### src/rtl/rst_sync_seq.sv
// Reset synchroniser and sequencer: async-assert/sync-release, then releases NUM_CH channel resets in order.
// Optional soft restart of the hold/release sequence is built when RST_SEQ_SOFT_EN is defined.
//
// state   | meaning
// --------+--------------------------------------------------------------
// ASSERT  | all channels held; waiting for the synchroniser output to go high
// HOLD    | counting the hold time before channel 0 is released
// RELEASE | releasing one channel per STEP_CYCLES, in index order
// DONE    | every channel released; stays here until a reset
module rst_sync_seq #(
    parameter int NUM_Stages  = 2,
    parameter int NUM_CH      = 3,
    parameter int HOLD_CYCLES = 8,
    parameter int STEP_CYCLES = 4
) (
    input  logic              CLK,
    input  logic              Async_Reset,
    input  logic              soft_rst_req,
    output logic [NUM_CH-1:0] sync_Reset,
    output logic              rst_done
);

    localparam int MAX_CYC = (HOLD_CYCLES > STEP_CYCLES) ? HOLD_CYCLES : STEP_CYCLES;
    localparam int CNT_W   = $clog2(MAX_CYC + 1);
    localparam int IDX_W   = $clog2(NUM_CH + 1);

    // The first hold starts one edge late (the edge that sees the synchroniser go high),
    // so it loads one less than a soft restart does.
    localparam logic [CNT_W-1:0] HOLD_LD_FIRST = CNT_W'((HOLD_CYCLES >= 2) ? (HOLD_CYCLES - 2) : 0);
    localparam logic [CNT_W-1:0] HOLD_LD_SOFT  = CNT_W'(HOLD_CYCLES - 1);
    localparam logic [CNT_W-1:0] STEP_LD       = CNT_W'(STEP_CYCLES - 1);
    localparam logic [IDX_W-1:0] LAST_IDX      = IDX_W'(NUM_CH - 1);

    typedef enum logic [1:0] {
        ST_ASSERT  = 2'd0,
        ST_HOLD    = 2'd1,
        ST_RELEASE = 2'd2,
        ST_DONE    = 2'd3
    } state_t;

    logic [NUM_Stages-1:0] chain_q, chain_d;
    state_t                state_q, state_d;
    logic [CNT_W-1:0]      cnt_q, cnt_d;
    logic [IDX_W-1:0]      idx_q, idx_d;
    logic [NUM_CH-1:0]     rst_q, rst_d;
    logic                  done_q, done_d;

    logic                  sync_out;
    logic                  soft_req;
    logic                  rel_go;
    logic [NUM_CH-1:0]     rst_shift;

`ifdef RST_SEQ_SOFT_EN
    assign soft_req = soft_rst_req;
`else
    logic unused_soft;
    assign unused_soft = soft_rst_req;
    assign soft_req    = 1'b0;
`endif

    assign sync_out = chain_q[NUM_Stages-1];

    always_comb begin
        chain_d = {chain_q[NUM_Stages-2:0], 1'b1};
    end

    // Channels are released as a thermometer, so a later channel can never rise first.
    always_comb begin
        rst_shift    = '0;
        rst_shift[0] = 1'b1;
        for (int k = 1; k < NUM_CH; k++) begin
            rst_shift[k] = rst_q[k-1];
        end
    end

    always_comb begin
        state_d = state_q;
        cnt_d   = cnt_q;
        idx_d   = idx_q;
        rst_d   = rst_q;
        done_d  = done_q;
        rel_go  = 1'b0;

        case (state_q)
            ST_ASSERT: begin
                if (sync_out) begin
                    if (HOLD_CYCLES == 1) begin
                        rel_go = 1'b1;
                    end else begin
                        state_d = ST_HOLD;
                        cnt_d   = HOLD_LD_FIRST;
                    end
                end
            end
            ST_HOLD, ST_RELEASE: begin
                if (cnt_q == '0) begin
                    rel_go = 1'b1;
                end else begin
                    cnt_d = cnt_q - CNT_W'(1);
                end
            end
            ST_DONE: begin
                state_d = ST_DONE;
            end
            default: begin
                state_d = ST_ASSERT;
            end
        endcase

        if (rel_go) begin
            rst_d = rst_shift;
            if (idx_q == LAST_IDX) begin
                state_d = ST_DONE;
                done_d  = 1'b1;
            end else begin
                state_d = ST_RELEASE;
                idx_d   = idx_q + IDX_W'(1);
                cnt_d   = STEP_LD;
            end
        end

        // Soft restart re-enters HOLD with all channels held; the synchroniser is left alone.
        if (soft_req && (state_q != ST_ASSERT)) begin
            state_d = ST_HOLD;
            cnt_d   = HOLD_LD_SOFT;
            idx_d   = '0;
            rst_d   = '0;
            done_d  = 1'b0;
        end
    end

    always_ff @(posedge CLK or negedge Async_Reset) begin
        if (!Async_Reset) begin
            chain_q <= '0;
            state_q <= ST_ASSERT;
            cnt_q   <= '0;
            idx_q   <= '0;
            rst_q   <= '0;
            done_q  <= 1'b0;
        end else begin
            chain_q <= chain_d;
            state_q <= state_d;
            cnt_q   <= cnt_d;
            idx_q   <= idx_d;
            rst_q   <= rst_d;
            done_q  <= done_d;
        end
    end

    assign sync_Reset = rst_q;
    assign rst_done   = done_q;

endmodule

### config.mk
export PLATFORM = sky130hd
export DESIGN_NAME = rst_sync_seq
export DESIGN_NICKNAME = d
export VERILOG_FILES = /design/src/rtl/rst_sync_seq.sv
export SDC_FILE = /design/constraint.sdc
export NUM_CORES = 1
export LEC_CHECK = 0
export CORE_MARGIN = 4
export CORE_UTILIZATION = 30
export CTS_CLUSTER_DIAMETER = 120
export DETAILED_ROUTE_END_ITERATION = 8
export SLEW_MARGIN = 40
export SYNTH_ARGS = -nofsm -noshare
export SYNTH_HDL_FRONTEND = slang
export SYNTH_SLANG_ARGS = --single-unit
### constraint.sdc
create_clock -name CLK -period 4.1 [get_ports CLK]
set_input_delay 1.23 -clock CLK [delete_from_list [all_inputs] [get_ports CLK]]
set_output_delay 1.23 -clock CLK [all_outputs]
set_load 0.02 [all_outputs]
## Word-level counts from Yosys, hierarchy flattened

Index checks and enable logic that the tools add are counted.

- Bitwise logic cells: 1
- Add/subtract/negate cells: 2
- Muxes and demuxes: 11
- Reductions and logical operators: 7
- Equal/unequal tests: 5

Operators with widths:

| cell | count |
|---|---|
| $mux W4 | 4 |
| $pmux W4 S2 | 1 |
| $eq A2 B2 Y1 const B | 3 |
| $reduce_and A2 Y1 | 3 |
| $logic_not A4 Y1 | 1 |
| $mux W2 | 2 |
| $pmux W2 S2 | 1 |
| $sub A4 B1 Y4 const B | 1 |
| $mux W1 | 3 |
| $ne A3 B3 Y1 const B | 1 |
| $reduce_bool A3 Y1 | 1 |
| $add A2 B1 Y2 const B | 1 |
| $eq A2 B1 Y1 const B | 1 |
| $logic_not A2 Y1 | 1 |
| $reduce_or A2 Y1 | 1 |
| $not A1 Y1 | 1 |

- Bits of input ports: 3
- Bits in registers: 14
- Logic and storage cells: 32
- Output and inout bits: 4

## Longest topological paths before layout

Gate-level depths: netlist of the first run.

- Word-level depth: 5
- Gate-level depth with buffers: 6

## Worst setup path before layout of the first run

No wires, ideal clock.

- Path kind: register to output
- From: register rst_q[1], in the netlist sync_Reset[1]
- To: output port sync_Reset[1]
- Required time: 2.870 ns
- Arrival time: 0.436 ns
- Path slack: 2.434 ns
- Path buffers: 0
- Cell stages (with the launch flop): 1
- Cell sequence: dfrtp_1

RTL lines:

| what | line | RTL |
|---|---|---|
| start: declaration | 45 | `logic [NUM_CH-1:0] rst_q, rst_d;` |
| start signal: assignment | 145 | `rst_q <= rst_d;` |
| end: declaration | 19 | `output logic [NUM_CH-1:0] sync_Reset,` |

No word-level cell between the ends.

## Worst setup path in the final report of the first run

- From: register rst_q[1], in the netlist sync_Reset[1]
- To: output port sync_Reset[1]

No word-level cell between the ends.

==> run_summary.xml, run 1 <==
<?xml version="1.0" encoding="UTF-8"?>
<metrics>
  <group name="route">
    <metric name="first_pass_iters" unit="">2</metric>
    <metric name="routed_via_density" unit="">4.98</metric>
    <metric name="detail_route.wirelength" unit="um">1200</metric>
    <metric name="remaining_drc_errors" unit="">0</metric>
    <metric name="drt-initial-drc-count" unit="">7</metric>
    <metric name="total_number_of_vias" unit="">508</metric>
    <metric name="final_antenna_net_count" unit="">0</metric>
    <metric name="avgRoutedWirePerCell" unit="um">11.7</metric>
  </group>
  <group name="place">
    <metric name="hpwl" unit="um">897</metric>
    <metric name="place.port_buffers" unit="">5</metric>
    <metric name="dp_worst_setup_slack" unit="ns">1.91</metric>
    <metric name="gp_congestion" unit="">0.788</metric>
  </group>
  <group name="floorplan">
    <metric name="design.die.area" unit="mm^2">0.00314</metric>
    <metric name="coreArea" unit="mm^2">0.00221</metric>
    <metric name="dieHeight" unit="um">56.1</metric>
    <metric name="ioPinCount" unit="">7</metric>
    <metric name="floorplan_row_count" unit="">17</metric>
    <metric name="fp.dieW" unit="um">56.1</metric>
    <metric name="starting_density" unit="%">31.3</metric>
  </group>
  <group name="logic_synthesis">
    <metric name="synth_top_family_by_area" unit="">simple AND/OR/NAND/NOR gates</metric>
    <metric name="synth-xor-area-share" unit="%">1.26</metric>
    <metric name="netlist_top_cells_area" unit="">sky130_fd_sc_hd__dfrtp_1, sky130_fd_sc_hd__ha_1, sky130_fd_sc_hd__nor2b_1, sky130_fd_sc_hd__nand2_1, sky130_fd_sc_hd__o21ai_0</metric>
    <metric name="syn_area" unit="um^2">693</metric>
    <metric name="yosysWarningCount" unit="">0</metric>
    <metric name="async_flop_share" unit="%">100</metric>
    <metric name="area_fraction_in_compound_gates_after_synthesis" unit="%">13.0</metric>
    <metric name="synthDominantAreaCellType" unit="">sky130_fd_sc_hd__dfrtp_1</metric>
    <metric name="proportion_of_synthesized_chip_area_in_sequential_cells" unit="%">50.5</metric>
    <metric name="netlist_top_cells_count" unit="">sky130_fd_sc_hd__dfrtp_1, sky130_fd_sc_hd__nand2_1, sky130_fd_sc_hd__inv_1, sky130_fd_sc_hd__nor2b_1</metric>
    <metric name="synth.area.mux_share" unit="%">0</metric>
    <metric name="ys_ff_latch" unit="">14</metric>
    <metric name="synthesis.instances" unit="">66</metric>
    <metric name="average_size_of_a_mapped_cell" unit="um^2">10.5</metric>
    <metric name="netlist.area_leader.share" unit="%">50.5</metric>
    <metric name="yosys.cell_types.count" unit="">26</metric>
    <metric name="dominantRegCellSynth" unit="">sky130_fd_sc_hd__dfrtp_1</metric>
    <metric name="yosys.area_share.simple" unit="%">23.6</metric>
    <metric name="synth_most_common_cell" unit="">sky130_fd_sc_hd__dfrtp_1</metric>
    <metric name="mappedNetlistNets" unit="">73</metric>
    <metric name="number_of_flops_mapped_to_enable_cells_by_yosys" unit="">0</metric>
    <metric name="synth_adder_area_share" unit="%">7.22</metric>
  </group>
  <group name="timing">
    <metric name="final-setup-viol-count" unit="">0</metric>
    <metric name="rsz0062_at_grt" unit="">no</metric>
    <metric name="finalSetupTns" unit="ns">0</metric>
    <metric name="fin_skew" unit="ns">0.000524</metric>
    <metric name="final.period_utilization" unit="%">60.9</metric>
    <metric name="slew_violations" unit="">0</metric>
    <metric name="timing_hold_violations_final" unit="">0</metric>
    <metric name="worst-slew-pin-transition" unit="ns">0.610</metric>
    <metric name="finalCriticalPeriod" unit="ns">2.50</metric>
    <metric name="layout_setup_ws" unit="ns">1.60</metric>
    <metric name="max_freq" unit="GHz">0.401</metric>
    <metric name="slew_headroom" unit="%">59.2</metric>
  </group>
  <group name="run">
    <metric name="max_cap_viol_count" unit="">0</metric>
  </group>
  <group name="clocking">
    <metric name="cts.repair_timing.setup_buffer_count" unit="">0</metric>
    <metric name="cts_made_buffers" unit="">3</metric>
    <metric name="cts_resized" unit="">0</metric>
    <metric name="clk_pin_slew" unit="ns">0.08</metric>
    <metric name="cts_buffer_depth" unit="">2</metric>
    <metric name="cts-root-buf" unit="">sky130_fd_sc_hd__clkbuf_4</metric>
    <metric name="cts_hold_repair.buffers" unit="">0</metric>
    <metric name="ctsHtreeMaxLevel" unit="">1</metric>
    <metric name="clock_sinks" unit="">14</metric>
    <metric name="tritoncts_clock_tree" unit="">built</metric>
    <metric name="clk_latency" unit="ns">0.28</metric>
  </group>
  <group name="setup_path">
    <metric name="cp_data_required_time" unit="ns">2.87</metric>
    <metric name="crit_path_cell_trace" unit="">clkdlybuf4s50_1</metric>
    <metric name="r2r_cells" unit="">5</metric>
    <metric name="crit_type" unit="">reg -&gt; out</metric>
    <metric name="critical_path.n_buffers_inverters" unit="">1</metric>
    <metric name="cp_num_cells" unit="">1</metric>
    <metric name="crit_arrival" unit="ns">1.27</metric>
    <metric name="regToRegEndpoint" unit="">idx_q[0]</metric>
    <metric name="cp_top_family" unit="">buffers and inverters</metric>
    <metric name="critical_path_end_type" unit="">output pin</metric>
    <metric name="setup.reg_to_reg.worst_slack" unit="ns">2.51</metric>
    <metric name="timing.critical_path.slowest_stage_cell" unit="">sky130_fd_sc_hd__clkdlybuf4s50_1</metric>
    <metric name="crit_path_start" unit="">sync_Reset[1]</metric>
    <metric name="timing.critical_path.slowest_cell_delay" unit="ns">0.61</metric>
    <metric name="maximum_fanout_along_the_worst_path" unit="">3</metric>
    <metric name="crit_end" unit="">sync_Reset[1]</metric>
    <metric name="critical_path_start_type" unit="">flop</metric>
    <metric name="worst_r2r_startpoint" unit="">state_q[1]</metric>
  </group>
  <group name="grt">
    <metric name="globalRouteOverflowTotal" unit="">0</metric>
    <metric name="global_route_wire_length_before_repair" unit="um">2110</metric>
    <metric name="maximum_number_of_pins_on_one_net_before_global_route_repair" unit="">15</metric>
    <metric name="gr-usage-all-layers" unit="%">8.54</metric>
    <metric name="antenna_found_initial" unit="">0</metric>
    <metric name="grt_pass1_vias" unit="">492</metric>
  </group>
  <group name="pwr">
    <metric name="p_leak" unit="nW">0.364</metric>
    <metric name="irDropWorstVdd" unit="V">0.000350</metric>
    <metric name="pwr_density_cell" unit="mW/mm^2">532</metric>
  </group>
  <group name="layout">
    <metric name="areaGrowthSynthToFinish" unit="%">16.4</metric>
    <metric name="nNetsFinal" unit="">82</metric>
    <metric name="antenna-diode-count" unit="">0</metric>
    <metric name="drive_above_1_share" unit="%">9.46</metric>
  </group>
  <group name="status">
    <metric name="outcome" unit="">completed</metric>
  </group>
  <group name="worst_hold_path">
    <metric name="hp-class" unit="">reg -&gt; reg</metric>
  </group>
</metrics>
-- cells by family (layout without fill, tap and decap cells) --
family / count (synthesis) / after routing
and+or+nand+nor: 25 / 25
xor gates and xnor gates: 1 / 1
adders and majority gates: 4 / 4
AOI/OAI and AO/OA: 15 / 15
buffers and inverters: 6 / 14
DFF: 14 / 14
other: 1 / 1
-- final cells by class --
class	count	area (um^2)
Timing Repair Buffer	5	50.0
Inverter	5	18.8
Sequential cell	14	350
Clock buffer	4	36.3
Multi-Input combinational cell	46	317
Tap cell	28	35.0
Fill cell	236	1410
-- registers in the layout, summed over array words and instances (netlist names) --
register,count
cnt_q,4
sync_Reset,3
chain_q,2
idx_q,2
state_q,2
rst_done,1
-- cell usage in the layout (no fill, tap or decap), drive strengths merged --
master	synthesis	final
nand4b	1	1
nor4	2	2
nor2b	5	5
a21o	1	1
clkdlybuf4s50	0	5
clkbuf	0	4
o221ai	1	1
conb	1	1
and4bb	1	1
ha	4	4
a31oi	3	3
and2	1	1
xnor2	1	1
o311ai	1	1
dfrtp	14	14
o21ai	7	7
or3b	1	1
nand2b	3	3
o22ai	1	1
a21oi	1	1
nand4bb	1	1
nand3	2	2
nor2	1	1
nand2	7	7
inv	5	5
-- worst min path at each step --
stage          cells past startpoint  slack (ns)         end        from
2_1_floorplan                      0        0.33  chain_q[1]  chain_q[0]
3_3_place_gp                       0        0.33  chain_q[1]  chain_q[0]
3_5_place_dp                       0        0.34  chain_q[1]  chain_q[0]
4_1_cts                            0        0.37  chain_q[1]  chain_q[0]
5_1_grt                            0        0.38  chain_q[1]  chain_q[0]
6_report                           0        0.36  chain_q[1]  chain_q[0]
-- report_power, final --
part	total, mW	switching (mW)	internal [mW]
combinational	0.127	0.0646	0.0622
sequential	0.203	0.0290	0.174
clock	0.0999	0.0458	0.0541
total	0.430	0.139	0.290
-- per-layer routing --
metal	vias to the layer above	part of all wire, %	track usage (%)
met5	-	0	0
met1	249	47	10.9
met2	7	48	13.4
met3	5	2.4	1.39
met4	0	2.4	5.08
li1	247	-	-
-- stage by stage --
stage / hold WS (ns) / area [um^2] / cells / total power, mW / util (%)
finish: 0.359 / 807 / 102 / 0.430 / 36.5
global route: 0.381 / 807 / 102 / 0.463 / 36.5
CTS: 0.366 / 807 / 102 / 0.438 / 36.5
detailed placement: 0.336 / 771 / 98 / 0.335 / 34.8
global placement: 0.334 / 771 / 98 / 0.330 / 34.8
floorplan: 0.331 / 693 / 66 / 0.286 / -
(Power assumes the default switching activity.)
==> run 2, diff against run 1 <==
==> constraint.sdc (replaced) <==
create_clock -name CLK -period 2.2 [get_ports CLK]
set_input_delay 0.66 -clock CLK [delete_from_list [all_inputs] [get_ports CLK]]
set_output_delay 0.66 -clock CLK [all_outputs]
set_load 0.02 [all_outputs]
==> run 2 against run 1 <==
Net effect: clock skew is 0.0053 ns higher; routed wire length is 2.9% lower; total power is 85% higher; core utilization is 0.34 points higher; critical endpoint unchanged; highest routed layer unchanged; sequential share of layout area is 0.40 points lower; register-to-register slack worse by 1.9 ns.
==> run_summary.xml, run 2 (synthesized netlist as in run 1, its figures left out) <==
<?xml version="1.0" encoding="UTF-8"?>
<metrics>
  <group name="status">
    <metric name="outcome" unit="">completed</metric>
  </group>
  <group name="route">
    <metric name="remaining_drc_errors" unit="">0</metric>
    <metric name="met3_length" unit="um">60</metric>
    <metric name="avgRoutedWirePerCell" unit="um">11.3</metric>
    <metric name="total_number_of_vias" unit="">509</metric>
    <metric name="m1WireLength" unit="um">543</metric>
    <metric name="routed_via_density" unit="">4.94</metric>
    <metric name="first_pass_iters" unit="">4</metric>
    <metric name="final_antenna_net_count" unit="">0</metric>
    <metric name="dr_wl_met2" unit="um">539</metric>
    <metric name="detail_route.wirelength" unit="um">1160</metric>
    <metric name="top_layer_used" unit="">met4</metric>
    <metric name="drt-initial-drc-count" unit="">6</metric>
  </group>
  <group name="setup_path">
    <metric name="crit_arrival" unit="ns">1.27</metric>
    <metric name="crit_path_cell_trace" unit="">clkdlybuf4s50_1</metric>
    <metric name="critical_path_end_type" unit="">output pin</metric>
    <metric name="critical_path_start_type" unit="">flop</metric>
    <metric name="cp_data_required_time" unit="ns">1.54</metric>
    <metric name="timing.critical_path.slowest_stage_cell" unit="">sky130_fd_sc_hd__clkdlybuf4s50_1</metric>
    <metric name="timing.critical_path.slowest_cell_delay" unit="ns">0.62</metric>
    <metric name="maximum_fanout_along_the_worst_path" unit="">3</metric>
    <metric name="critical_path.n_buffers_inverters" unit="">1</metric>
    <metric name="crit_type" unit="">reg -&gt; out</metric>
    <metric name="cp_top_family" unit="">buffers and inverters</metric>
  </group>
  <group name="layout">
    <metric name="layout_commonest_cell" unit="">sky130_fd_sc_hd__dfrtp_1</metric>
    <metric name="largest_register_ffs" unit="">4</metric>
    <metric name="layout.filler_cells" unit="">237</metric>
    <metric name="largest-register" unit="">cnt_q</metric>
    <metric name="final_cell_mix" unit="">sky130_fd_sc_hd__dfrtp_1, sky130_fd_sc_hd__nand2_1, sky130_fd_sc_hd__inv_1, sky130_fd_sc_hd__nor2b_1, sky130_fd_sc_hd__clkdlybuf4s50_1</metric>
    <metric name="areaGrowthSynthToFinish" unit="%">17.5</metric>
    <metric name="drive_above_1_share" unit="%">10.7</metric>
    <metric name="antenna-diode-count" unit="">0</metric>
    <metric name="instances_no_fill" unit="">103</metric>
    <metric name="nNetsFinal" unit="">83</metric>
  </group>
  <group name="floorplan">
    <metric name="starting_density" unit="%">31.3</metric>
    <metric name="coreArea" unit="mm^2">0.00221</metric>
    <metric name="floorplan_row_count" unit="">17</metric>
    <metric name="ioPinCount" unit="">7</metric>
    <metric name="design.die.area" unit="mm^2">0.00314</metric>
    <metric name="fp.dieW" unit="um">56.1</metric>
    <metric name="dieHeight" unit="um">56.1</metric>
  </group>
  <group name="clocking">
    <metric name="clock_sinks" unit="">14</metric>
    <metric name="ctsHtreeMaxLevel" unit="">1</metric>
    <metric name="cts.repair_timing.setup_buffer_count" unit="">0</metric>
    <metric name="clk_latency" unit="ns">0.28</metric>
    <metric name="cts-root-buf" unit="">sky130_fd_sc_hd__clkbuf_4</metric>
    <metric name="clk_pin_slew" unit="ns">0.09</metric>
    <metric name="cts_resized" unit="">0</metric>
    <metric name="tritoncts_clock_tree" unit="">built</metric>
    <metric name="cts_buffer_depth" unit="">2</metric>
    <metric name="cts_made_buffers" unit="">3</metric>
    <metric name="cts_hold_repair.buffers" unit="">0</metric>
  </group>
  <group name="worst_hold_path">
    <metric name="hp-class" unit="">reg -&gt; reg</metric>
  </group>
  <group name="grt">
    <metric name="grt_pass1_vias" unit="">507</metric>
    <metric name="maximum_number_of_pins_on_one_net_before_global_route_repair" unit="">15</metric>
    <metric name="gr-usage-all-layers" unit="%">8.72</metric>
    <metric name="globalRouteOverflowTotal" unit="">0</metric>
    <metric name="antenna_found_initial" unit="">0</metric>
    <metric name="global_route_wire_length_before_repair" unit="um">2190</metric>
  </group>
  <group name="pwr">
    <metric name="irDropWorstVdd" unit="V">0.000551</metric>
    <metric name="power.share.switching" unit="%">32.0</metric>
    <metric name="pwr_density_cell" unit="mW/mm^2">978</metric>
    <metric name="power.clock.fraction" unit="%">23.1</metric>
    <metric name="p_sw" unit="uW">255</metric>
    <metric name="relative_contribution_of_combinational_cells_to_total_power" unit="%">29.9</metric>
    <metric name="power.internal" unit="uW">542</metric>
    <metric name="p_seq_share" unit="%">47.0</metric>
    <metric name="p_leak" unit="nW">0.369</metric>
  </group>
  <group name="timing">
    <metric name="rsz0062_at_grt" unit="">no</metric>
    <metric name="finalCriticalPeriod" unit="ns">1.93</metric>
    <metric name="final.period_utilization" unit="%">87.8</metric>
    <metric name="fin_skew" unit="ns">0.00587</metric>
    <metric name="final-setup-viol-count" unit="">0</metric>
    <metric name="max_freq" unit="GHz">0.518</metric>
    <metric name="timing_hold_violations_final" unit="">0</metric>
    <metric name="slew_violations" unit="">0</metric>
    <metric name="finalSetupTns" unit="ns">0</metric>
    <metric name="holdWs" unit="ns">0.355</metric>
  </group>
  <group name="place">
    <metric name="numPlacedInstances" unit="">99</metric>
    <metric name="gp_congestion" unit="">0.784</metric>
    <metric name="place.port_buffers" unit="">5</metric>
    <metric name="hpwl" unit="um">884</metric>
  </group>
  <group name="run">
    <metric name="max_cap_viol_count" unit="">0</metric>
  </group>
</metrics>
run 2: cell type report:
type | count | area (um^2) | area share, %
timing repair buffer | 6 | 57.6 | 7.07
tap | 28 | 35.0 | 4.30
multi-input combinational | 46 | 317 | 38.9
sequential | 14 | 350 | 43.0
inverter | 5 | 18.8 | 2.30
clock buffer | 4 | 36.3 | 4.45
run 2: layer usage:
metal	vias up	track usage [%]
met5	-	0
met4	0	4.07
met3	4	2.09
met2	16	13.2
met1	241	11.7
li1	248	-
run 2: path summary, 6_finish.rpt:
path / startpoint / endpoint / slack (ns) / depth (start not counted)
setup / recovery: sync_Reset[1] / sync_Reset[1] / 0.27 / 1
hold / removal: chain_q[0] / chain_q[1] / 0.35 / 0
setup reg to reg: state_q[1] / idx_q[0] / 0.57 / 5
hold reg to reg: chain_q[0] / chain_q[1] / 0.35 / 0
max in group asynchronous: Async_Reset / cnt_q[1] / 1.35 / 2
min in group asynchronous: Async_Reset / chain_q[0] / 0.68 / 2
run 2: worst register-to-register path, delay by kind of cell, from the launching register on:
family | cells | cell delay [ns]
DFF | 1 | 0.39
xor gates and xnor gates | 1 | 0.14
adders and majority gates | 1 | 0.32
and+or+nand+nor | 2 | 0.65
buffers and inverters | 1 | 0.05
run 2: through the flow:
| step | total power, mW | setup slack, ns | area, um^2 | util, % |
|---|---|---|---|---|
| floorplan | 0.533 | 0.871 | 693 | - |
| global placement | 0.616 | 0.577 | 778 | 35.2 |
| detailed placement | 0.622 | 0.579 | 778 | 35.2 |
| CTS | 0.808 | 0.256 | 815 | 36.8 |
| global route | 0.861 | 0.208 | 815 | 36.8 |
| finish | 0.797 | 0.269 | 815 | 36.8 |
run 2: power groups by stage:
stage | logic [mW] | clock network, mW | registers [mW]
finish | 0.238 | 0.184 | 0.375
global route | 0.270 | 0.206 | 0.385
CTS | 0.242 | 0.190 | 0.376
detailed placement | 0.241 | 0 | 0.381
global placement | 0.238 | 0 | 0.378
floorplan | 0.133 | 0 | 0.399
==> run 3, diff against run 2 <==
--- a/config.mk
+++ b/config.mk
@@ -9,6 +9,8 @@
 export CORE_UTILIZATION = 30
 export CTS_CLUSTER_DIAMETER = 120
 export DETAILED_ROUTE_END_ITERATION = 8
+export PLACE_DENSITY_LB_ADDON = 0.2
+export REMOVE_ABC_BUFFERS = 1
 export SLEW_MARGIN = 40
 export SYNTH_ARGS = -nofsm -noshare
 export SYNTH_HDL_FRONTEND = slang
==> run 3 against run 2 <==
Net effect: cell count unchanged; final area unchanged; sequential power about the same; critical path depth unchanged; clock power up 2%; first-iteration DRC count down 17%; maximum frequency about the same; register-to-register slack about the same; critical path type unchanged; largest power group unchanged.
==> run_summary.xml, run 3 (synthesized netlist as in run 1, its figures left out) <==
<?xml version="1.0" encoding="UTF-8"?>
<metrics>
  <group name="floorplan">
    <metric name="floorplan_row_count" unit="">17</metric>
    <metric name="starting_density" unit="%">31.3</metric>
    <metric name="coreArea" unit="mm^2">0.00221</metric>
    <metric name="fp.dieW" unit="um">56.1</metric>
    <metric name="design.die.area" unit="mm^2">0.00314</metric>
    <metric name="dieHeight" unit="um">56.1</metric>
    <metric name="ioPinCount" unit="">7</metric>
  </group>
  <group name="setup_path">
    <metric name="r2r_cells" unit="">5</metric>
    <metric name="cp_num_cells" unit="">1</metric>
    <metric name="timing.critical_path.slowest_stage_cell" unit="">sky130_fd_sc_hd__clkdlybuf4s50_1</metric>
    <metric name="critical_path_end_type" unit="">output pin</metric>
    <metric name="critical_path.n_buffers_inverters" unit="">1</metric>
    <metric name="critical_path_start_type" unit="">flop</metric>
    <metric name="cp_data_required_time" unit="ns">1.54</metric>
    <metric name="timing.critical_path.slowest_cell_delay" unit="ns">0.62</metric>
    <metric name="cp_top_family" unit="">buffers and inverters</metric>
    <metric name="crit_arrival" unit="ns">1.27</metric>
    <metric name="maximum_fanout_along_the_worst_path" unit="">3</metric>
    <metric name="crit_type" unit="">reg -&gt; out</metric>
    <metric name="crit_path_cell_trace" unit="">clkdlybuf4s50_1</metric>
  </group>
  <group name="grt">
    <metric name="gr-usage-all-layers" unit="%">9.52</metric>
    <metric name="maximum_number_of_pins_on_one_net_before_global_route_repair" unit="">15</metric>
    <metric name="antenna_found_initial" unit="">0</metric>
    <metric name="grt_pass1_vias" unit="">515</metric>
    <metric name="globalRouteOverflowTotal" unit="">0</metric>
    <metric name="global_route_wire_length_before_repair" unit="um">2360</metric>
  </group>
  <group name="clocking">
    <metric name="cts_made_buffers" unit="">3</metric>
    <metric name="clk_pin_slew" unit="ns">0.09</metric>
    <metric name="cts.repair_timing.setup_buffer_count" unit="">0</metric>
    <metric name="ctsHtreeMaxLevel" unit="">1</metric>
    <metric name="clk_latency" unit="ns">0.28</metric>
    <metric name="cts_resized" unit="">0</metric>
    <metric name="tritoncts_clock_tree" unit="">built</metric>
    <metric name="cts_hold_repair.buffers" unit="">0</metric>
    <metric name="clock_sinks" unit="">14</metric>
    <metric name="cts_buffer_depth" unit="">2</metric>
    <metric name="cts-root-buf" unit="">sky130_fd_sc_hd__clkbuf_4</metric>
  </group>
  <group name="layout">
    <metric name="largest_register_ffs" unit="">4</metric>
    <metric name="layout.filler_cells" unit="">235</metric>
    <metric name="design_area" unit="um^2">815</metric>
    <metric name="layout.area.seq" unit="um^2">350</metric>
    <metric name="nNetsFinal" unit="">83</metric>
    <metric name="antenna-diode-count" unit="">0</metric>
    <metric name="drive_above_1_share" unit="%">10.7</metric>
    <metric name="layout_commonest_cell" unit="">sky130_fd_sc_hd__dfrtp_1</metric>
    <metric name="total_area_of_multi_input_combinational_cells" unit="um^2">317</metric>
    <metric name="final_cell_mix" unit="">sky130_fd_sc_hd__dfrtp_1, sky130_fd_sc_hd__nand2_1, sky130_fd_sc_hd__inv_1, sky130_fd_sc_hd__nor2b_1, sky130_fd_sc_hd__clkdlybuf4s50_1</metric>
    <metric name="largest-register" unit="">cnt_q</metric>
    <metric name="areaGrowthSynthToFinish" unit="%">17.5</metric>
  </group>
  <group name="route">
    <metric name="remaining_drc_errors" unit="">0</metric>
    <metric name="drt-initial-drc-count" unit="">5</metric>
    <metric name="detail_route.wirelength" unit="um">1250</metric>
    <metric name="first_pass_iters" unit="">4</metric>
    <metric name="final_antenna_net_count" unit="">0</metric>
    <metric name="routed_via_density" unit="">4.89</metric>
    <metric name="total_number_of_vias" unit="">504</metric>
    <metric name="avgRoutedWirePerCell" unit="um">12.1</metric>
  </group>
  <group name="worst_hold_path">
    <metric name="hp-class" unit="">reg -&gt; reg</metric>
    <metric name="worstHoldPathCells" unit="">0</metric>
  </group>
  <group name="place">
    <metric name="dp_worst_setup_slack" unit="ns">0.575</metric>
    <metric name="place.port_buffers" unit="">5</metric>
    <metric name="placedInstanceArea" unit="um^2">778</metric>
    <metric name="hpwl" unit="um">909</metric>
    <metric name="gp_congestion" unit="">0.774</metric>
  </group>
  <group name="timing">
    <metric name="final.period_utilization" unit="%">87.8</metric>
    <metric name="timing_hold_violations_final" unit="">0</metric>
    <metric name="max_freq" unit="GHz">0.518</metric>
    <metric name="holdWs" unit="ns">0.353</metric>
    <metric name="finalCriticalPeriod" unit="ns">1.93</metric>
    <metric name="rsz0062_at_grt" unit="">no</metric>
    <metric name="slew_violations" unit="">0</metric>
    <metric name="finalSetupTns" unit="ns">0</metric>
    <metric name="final-setup-viol-count" unit="">0</metric>
    <metric name="fin_skew" unit="ns">0.00242</metric>
    <metric name="layout_setup_ws" unit="ns">0.269</metric>
  </group>
  <group name="pwr">
    <metric name="irDropWorstVdd" unit="V">0.000490</metric>
    <metric name="p_leak" unit="nW">0.369</metric>
    <metric name="pwr_density_cell" unit="mW/mm^2">989</metric>
    <metric name="total_power" unit="uW">806</metric>
  </group>
  <group name="status">
    <metric name="outcome" unit="">completed</metric>
  </group>
  <group name="run">
    <metric name="max_cap_viol_count" unit="">0</metric>
  </group>
</metrics>
==> run 3: final cells by class <==
| class | count | share of cell area, % |
|---|---|---|
| tap | 28 | 4.30 |
| clock buffer | 4 | 4.45 |
| timing repair buffer | 6 | 7.07 |
| sequential | 14 | 43.0 |
| multi-input combinational | 46 | 38.9 |
| inverter | 5 | 2.30 |
==> run 3: final timing paths <==
check,start,endpoint,slack [ns]
setup / recovery,sync_Reset[1],sync_Reset[1],0.27
hold / removal,chain_q[0],chain_q[1],0.35
setup reg to reg,cnt_q[1],idx_q[0],0.56
hold reg to reg,chain_q[0],chain_q[1],0.35
max in group asynchronous,Async_Reset,sync_Reset[0],1.35
min in group asynchronous,Async_Reset,cnt_q[1],0.68
==> run 3: per-layer routing <==
layer	global-route usage (%)	up-vias	part of all wire, %
li1	-	252	-
met3	5.80	2	6.3
met5	0	-	0
met1	12.7	241	50
met2	13.0	9	42
met4	2.03	0	1.4
==> run 3: where the power goes <==
| part | internal, mW | switching (mW) | total (mW) |
|---|---|---|---|
| Combinational | 0.117 | 0.122 | 0.240 |
| Sequential | 0.324 | 0.0542 | 0.378 |
| Clock | 0.101 | 0.0874 | 0.188 |
| Total | 0.542 | 0.264 | 0.806 |
==> run 3: per-stage QoR <==
stage | cells | util, %
after floorplan | 65 | -
after global placement | 99 | 35.2
after detailed placement | 99 | 35.2
after CTS | 103 | 36.8
after global routing | 103 | 36.8
final | 103 | 36.8
